===== src/rtl/neuron_sweep_engine.sv =====
// neuron_sweep_engine
//
// Sequential neuron sweep for a neuromorphic core. On an accepted tick the axon spike vector is
// latched and every neuron record in the external SRAM is visited in order: read, integrate
// (V + popcount(connections & axons) * A - leak), saturate, threshold, write back, and emit a
// spike when the neuron fires. Outgoing spikes use a valid/ready handshake that stalls the sweep.
//
// Optional feature (compile-time macro):
//   NEURON_LEAK_EN  defined   -> leak = B (sign-extended), subtracted every sweep
//                   undefined -> leak = 0, B is ignored and written back unchanged
//
// Ports:
//   clk, rst_n          clock, asynchronous active-low reset
//   tick                start a sweep (dropped and flagged with tick_overrun when busy)
//   axon_spikes         spike vector, latched on an accepted tick
//   sram_addr           neuron index for both reads and writes
//   sram_rd_en          read strobe, sram_rdata valid on the following cycle
//   sram_rdata          record {A, B, C, vthresh, connections, membrane_potential}, MSB..LSB
//   sram_wr_en          write strobe
//   sram_wdata          record to write
//   spike_valid         outgoing spike, held until spike_ready
//   spike_idx           index of the spiking neuron
//   spike_ready         downstream accepts the spike
//   busy                sweep active (every state but idle)
//   done                1-cycle pulse at the end of a sweep
//   tick_overrun        1-cycle pulse when a tick is dropped
//
// Record layout (REC_W = 5*V_PRECISION + AXON_COUNT bits):
//   A | B | C | vthresh | connections[AXON_COUNT] | membrane_potential

module neuron_sweep_engine #(
  parameter int unsigned N_COUNT     = 256,
  parameter int unsigned AXON_COUNT  = 256,
  parameter int unsigned V_PRECISION = 9,
  // A single-neuron core still needs a 1-bit address port
  localparam int unsigned ADDR_W = (N_COUNT > 1) ? $clog2(N_COUNT) : 1,
  localparam int unsigned REC_W  = 5 * V_PRECISION + AXON_COUNT
) (
  input  logic                  clk,
  input  logic                  rst_n,
  input  logic                  tick,
  input  logic [AXON_COUNT-1:0] axon_spikes,
  output logic [ADDR_W-1:0]     sram_addr,
  output logic                  sram_rd_en,
  input  logic [REC_W-1:0]      sram_rdata,
  output logic                  sram_wr_en,
  output logic [REC_W-1:0]      sram_wdata,
  output logic                  spike_valid,
  output logic [ADDR_W-1:0]     spike_idx,
  input  logic                  spike_ready,
  output logic                  busy,
  output logic                  done,
  output logic                  tick_overrun
);

  localparam int unsigned POP_W    = $clog2(AXON_COUNT + 1);
  localparam int unsigned SUM_W    = V_PRECISION + POP_W + 2;
  localparam int unsigned CONN_LSB = V_PRECISION;
  localparam int unsigned VTH_LSB  = V_PRECISION + AXON_COUNT;
  localparam int unsigned C_LSB    = 2 * V_PRECISION + AXON_COUNT;
  localparam int unsigned A_LSB    = 4 * V_PRECISION + AXON_COUNT;

  localparam logic signed [SUM_W-1:0] SAT_MAX = SUM_W'((2 ** (V_PRECISION - 1)) - 1);
  localparam logic signed [SUM_W-1:0] SAT_MIN = ~SAT_MAX;

  localparam logic [ADDR_W-1:0] LAST_IDX = ADDR_W'(N_COUNT - 1);

  typedef enum logic [2:0] {StIdle, StRd, StUpd, StWr, StEmit, StDone} state_e;

  state_e                  state_q;
  logic [ADDR_W-1:0]       idx_q;
  logic [AXON_COUNT-1:0]   axons_q;
  logic                    fire_q;
  // Low for the first edge after reset release so a coincident tick is ignored
  logic                    armed_q;

  logic [ADDR_W-1:0]       sram_addr_q;
  logic                    sram_rd_en_q;
  logic                    sram_wr_en_q;
  logic [REC_W-1:0]        sram_wdata_q;
  logic                    spike_valid_q;
  logic [ADDR_W-1:0]       spike_idx_q;
  logic                    busy_q;
  logic                    done_q;
  logic                    tick_overrun_q;

  // ---------------------------------------------------------------------------------------------
  // Integrate / saturate / threshold datapath, evaluated on sram_rdata during StUpd
  // ---------------------------------------------------------------------------------------------
  logic signed [V_PRECISION-1:0] f_a, f_c, f_vth, f_v;
  logic [AXON_COUNT-1:0]         f_conn;
  logic [AXON_COUNT-1:0]         active;
  logic [POP_W-1:0]              pop;
  logic signed [SUM_W-1:0]       v_ext, a_ext, pop_ext, prod, leak_ext, sum;
  logic signed [V_PRECISION-1:0] sat_v, v_new;
  logic                          fire;

  assign f_a    = sram_rdata[A_LSB +: V_PRECISION];
  assign f_c    = sram_rdata[C_LSB +: V_PRECISION];
  assign f_vth  = sram_rdata[VTH_LSB +: V_PRECISION];
  assign f_conn = sram_rdata[CONN_LSB +: AXON_COUNT];
  assign f_v    = sram_rdata[V_PRECISION-1:0];
  assign active = f_conn & axons_q;

`ifdef NEURON_LEAK_EN
  localparam int unsigned B_LSB = 3 * V_PRECISION + AXON_COUNT;
  logic signed [V_PRECISION-1:0] f_b;
  assign f_b      = sram_rdata[B_LSB +: V_PRECISION];
  assign leak_ext = {{(SUM_W - V_PRECISION){f_b[V_PRECISION-1]}}, f_b};
`else
  assign leak_ext = '0;
`endif

  always_comb begin
    pop = '0;
    for (int unsigned i = 0; i < AXON_COUNT; i++) begin
      pop = pop + POP_W'(active[i]);
    end
  end

  // Everything is widened to SUM_W so the sum cannot wrap before saturation
  assign v_ext   = {{(SUM_W - V_PRECISION){f_v[V_PRECISION-1]}}, f_v};
  assign a_ext   = {{(SUM_W - V_PRECISION){f_a[V_PRECISION-1]}}, f_a};
  assign pop_ext = {{(SUM_W - POP_W){1'b0}}, pop};
  assign prod    = pop_ext * a_ext;
  assign sum     = v_ext + prod - leak_ext;

  always_comb begin
    if (sum > SAT_MAX) begin
      sat_v = SAT_MAX[V_PRECISION-1:0];
    end else if (sum < SAT_MIN) begin
      sat_v = SAT_MIN[V_PRECISION-1:0];
    end else begin
      sat_v = sum[V_PRECISION-1:0];
    end
  end

  assign fire  = (sat_v >= f_vth);
  assign v_new = fire ? f_c : sat_v;

  // ---------------------------------------------------------------------------------------------
  // Sweep FSM with registered outputs
  // ---------------------------------------------------------------------------------------------
  always_ff @(posedge clk or negedge rst_n) begin
    if (!rst_n) begin
      state_q        <= StIdle;
      idx_q          <= '0;
      axons_q        <= '0;
      fire_q         <= 1'b0;
      armed_q        <= 1'b0;
      sram_addr_q    <= '0;
      sram_rd_en_q   <= 1'b0;
      sram_wr_en_q   <= 1'b0;
      sram_wdata_q   <= '0;
      spike_valid_q  <= 1'b0;
      spike_idx_q    <= '0;
      busy_q         <= 1'b0;
      done_q         <= 1'b0;
      tick_overrun_q <= 1'b0;
    end else begin
      armed_q        <= 1'b1;
      sram_rd_en_q   <= 1'b0;
      sram_wr_en_q   <= 1'b0;
      done_q         <= 1'b0;
      tick_overrun_q <= tick && (state_q != StIdle);

      unique case (state_q)
        StIdle: begin
          if (tick && armed_q) begin
            axons_q      <= axon_spikes;
            idx_q        <= '0;
            sram_addr_q  <= '0;
            sram_rd_en_q <= 1'b1;
            busy_q       <= 1'b1;
            state_q      <= StRd;
          end
        end
        StRd: begin
          state_q <= StUpd;
        end
        StUpd: begin
          sram_wdata_q <= {sram_rdata[REC_W-1:V_PRECISION], v_new};
          fire_q       <= fire;
          sram_wr_en_q <= 1'b1;
          state_q      <= StWr;
        end
        StWr: begin
          if (fire_q) begin
            spike_valid_q <= 1'b1;
            spike_idx_q   <= idx_q;
            state_q       <= StEmit;
          end else if (idx_q == LAST_IDX) begin
            done_q  <= 1'b1;
            state_q <= StDone;
          end else begin
            idx_q        <= idx_q + ADDR_W'(1);
            sram_addr_q  <= idx_q + ADDR_W'(1);
            sram_rd_en_q <= 1'b1;
            state_q      <= StRd;
          end
        end
        StEmit: begin
          if (spike_ready) begin
            spike_valid_q <= 1'b0;
            if (idx_q == LAST_IDX) begin
              done_q  <= 1'b1;
              state_q <= StDone;
            end else begin
              idx_q        <= idx_q + ADDR_W'(1);
              sram_addr_q  <= idx_q + ADDR_W'(1);
              sram_rd_en_q <= 1'b1;
              state_q      <= StRd;
            end
          end
        end
        StDone: begin
          busy_q  <= 1'b0;
          state_q <= StIdle;
        end
        default: begin
          busy_q  <= 1'b0;
          state_q <= StIdle;
        end
      endcase
    end
  end

  assign sram_addr    = sram_addr_q;
  assign sram_rd_en   = sram_rd_en_q;
  assign sram_wr_en   = sram_wr_en_q;
  assign sram_wdata   = sram_wdata_q;
  assign spike_valid  = spike_valid_q;
  assign spike_idx    = spike_idx_q;
  assign busy         = busy_q;
  assign done         = done_q;
  assign tick_overrun = tick_overrun_q;

endmodule


===== config.mk =====
export PLATFORM = sky130hd
export DESIGN_NAME = neuron_sweep_engine
export DESIGN_NICKNAME = d
export VERILOG_FILES = /design/src/rtl/neuron_sweep_engine.sv
export SDC_FILE = /design/constraint.sdc
export NUM_CORES = 2
export LEC_CHECK = 0
export ABC_AREA = 1
export CAP_MARGIN = 20
export CORE_AREA = 5 5 343 345
export DETAILED_ROUTE_END_ITERATION = 16
export DIE_AREA = 0 0 348 350
export SLEW_MARGIN = 40
export SYNTH_ARGS = -nofsm -noshare
export SYNTH_HDL_FRONTEND = slang
export SYNTH_SLANG_ARGS = --single-unit

===== constraint.sdc =====
create_clock -name clk -period 13.11 [get_ports clk]
set_input_delay 3.933 -clock clk [delete_from_list [all_inputs] [get_ports clk]]
set_output_delay 3.933 -clock clk [all_outputs]
set_load 0.02 [all_outputs]

==> flow_summary.ini <==
[worst_setup_path]
cp_top_family = adder cells
worstPathRequired_ns = 13.65
timing.rr.start = axons_q[187]$_DFFE_PN0P_
regToRegEndpoint = sram_wdata[8]$_DFFE_PN0P_
rrSetupSlack_ns = -0.67
crit_top_cell = fa_1
crit_slowest_cell = fa_2
end_kind = register
worst-endpoint-arrival_ns = 17.33
crit_fanout = 8
r2r_cells = 62
startpoint_type = primary input
cpPeakStageDelay_ns = 0.64
cp_num_buf_inv = 11
crit_type = in -> reg

[worst_hold_path]
hold_depth = 2
min_from = sram_wdata[285]$_DFFE_PN0P_
hp-class = reg -> reg
holdPathEnd = sram_wdata[285]$_DFFE_PN0P_

[routing]
drt-pass1-iter-count = 6
drt_iter0_markers = 1711
wire_per_inst_um = 21.8
wl_um = 145000
viasPerCell = 4.43
drc = 0
ant_nets = 0
num_vias = 29400

[logic_synthesis]
ys_ff_latch = 584
yosys.area.top_type = dfrtp_1
synth-edff-count = 0
ys.flop_type = dfrtp_1
yosysSeqAreaShare_pct = 43.3
synth.area.top_cells = dfrtp_1 43%, nand2_1 23%, fa_1 18%, inv_1 5.9%, ha_1 3.9%
async_reset_ff_share_pct = 100
ys_types = 39
synth_nets = 4972
synthCells = 3997
synth_area_um2 = 33800
synth_area_per_cell_um2 = 8.45
synth_top_area_share_pct = 43.3
ys_warn_count = 0

[floorplan]
die_w_um = 348
coreArea_um2 = 114000
num_rows = 124
die_area_um2 = 122000
start_util_pct = 29.7
io_pins = 884
dieHeight_um = 350

[finish]
final_nets = 6018
seq_area_um2 = 14600
instances_no_fill = 6639
fillers = 11400
final_layout_size_suffix_gt1_share_pct = 12.6
syn2layout_area_growth_pct = 45.5
final_cell_area_um2 = 49200
multi_input_area_um2 = 17500

[run_status]
status = finished with violations
violations = negative setup slack

[timing]
period_needed_ns = 16.78
tightest_slew_ns = 0.820
relSlewSlack_pct = 45.4
fmaxAchievable_mhz = 59.6
rsz0062_at_grt = yes
fin_ws_ns = -3.67
hold_violations = 0
setup_violations = 10
slew_viol_final = 0
fin_skew_ns = 0.0466
finalCritPeriodShare_pct = 128

[clock_network]
path_clk_slew_ns = 0.06
cts_buffers = 73
htree_levels = 3
tritoncts = yes
cts-root-buf = clkbuf_16
clock-sinks = 584
clk_latency_ns = 0.68
cts_hold_buf = 0
cts_max_path_buffers = 3

[placed_design]
pre_cts_ws_ns = -4.99
globalplace.congestion = 0.881
numPortBuffers = 883
place_inst = 6466
hpwlAfterDp_um = 117000
placed_cell_area_um2 = 46100

[grt]
grt_first_pass_wirelength_um = 207000
track_usage_pct = 23.2
grt_pass1_vias = 30300
grt.overflow.total = 0
antenna_found_initial = 51
grt_max_degree = 135

[job]
cap_violations = 0
cells in the mapped netlist, drive strengths merged, types with 2 or more instances:
cell type,number
nand3b,4
nor3,7
o21ai,33
fa,308
nand4,7
and2,4
inv,537
buf,8
xor2,5
or2,6
ha,106
nor2,66
clkbuf,122
xnor2,5
a21oi,25
nor3b,2
dfrtp,584
nand3,36
nand2,2125
registers in the layout (all words and copies together), names as in the netlist:
signal and flops:
sram_rd_en 1, spike_idx 8, busy 1, idx_q 8, sram_wr_en 1, spike_valid 1, tick_overrun 1, armed_q 1
fire_q 1, done 1, sram_wdata 301, state_q 3, axons_q 256
cell usage in the layout, fill, tap and decap left out, types with 51 or more instances in the layout:
cell type,instances
buf_4,187
clkbuf_16,73
clkdlybuf4s50_1,762
dfrtp_1,584
dlygate4sd2_1,56
fa_1,257
fa_2,51
ha_1,91
inv_1,472
inv_2,60
nand2_1,2035
nand2_2,72
layer usage:
| layer | global-route usage [%] | vias to the layer above | wire (um) | share of wire (%) |
|---|---|---|---|---|
| met1 | 27.8 | 14300 | 56700 | 39 |
| met4 | 7.04 | 36 | 4630 | 3.2 |
| li1 | - | 13900 | - | - |
| met2 | 41.0 | 968 | 72600 | 50 |
| met5 | 0 | - | 253 | 0.17 |
| met3 | 6.01 | 216 | 10700 | 7.4 |
layout make-up:
class	instances	share of cell area, %
flip-flops and latches	584	29.7
well taps	1512	3.85
inverters	538	4.16
repair buffers	1099	21.5
multi-input cells	2747	35.6
clock buffers	103	4.23
clock inverters	28	0.855
diodes	28	0.143
per-stage QoR:
stage	hold WS, ns	TNS (ns)	util, %
2_1_floorplan	0.442	-32.68	-
3_3_place_gp	0.452	-49.03	40.4
3_5_place_dp	0.457	-49.73	40.5
4_1_cts	0.471	-36.01	42.9
5_1_grt	0.481	-40.21	43.1
6_report	0.467	-36.24	43.2
worst max-delay path by stage:
stage / from / end / depth (start not counted)
3_5_place_dp: sram_rdata[222] / sram_wdata[7]$_DFFE_PN0P_ / 70
6_report: sram_rdata[206] / sram_wdata[8]$_DFFE_PN0P_ / 59
3_3_place_gp: sram_rdata[182] / sram_wdata[6]$_DFFE_PN0P_ / 71
5_1_grt: sram_rdata[46] / sram_wdata[3]$_DFFE_PN0P_ / 65
2_1_floorplan: sram_rdata[182] / sram_wdata[8]$_DFFE_PN0P_ / 64
4_1_cts: sram_rdata[196] / sram_wdata[0]$_DFFE_PN0P_ / 67
cells by family after synthesis:
group | after synthesis | share of synthesized area (%)
simple gates | 2258 | 25.8
other cells | 1 | 0.0111
fa+ha+maj | 414 | 22.2
compound gates | 62 | 0.982
buf+inv | 668 | 7.46
xor+xnor | 10 | 0.337
flops | 584 | 43.3
worst min-delay path: cells and delay by family, from the launching register on:
| family | cells | cell delay, ns |
|---|---|---|
| AND/OR/NAND/NOR | 2 | 0.10 |
| flip-flops | 1 | 0.34 |
what timing repair did:
item                                    4_1_cts  5_1_grt
gates cloned                                  2        0
gates resized for setup                     239      166
pin swaps                                   146      103
buffers inserted                              6        9
endpoints found under the setup margin       10       10
Power is not shown: default switching activity piles up to over one toggle a cycle in this logic, so the estimate is an artifact.
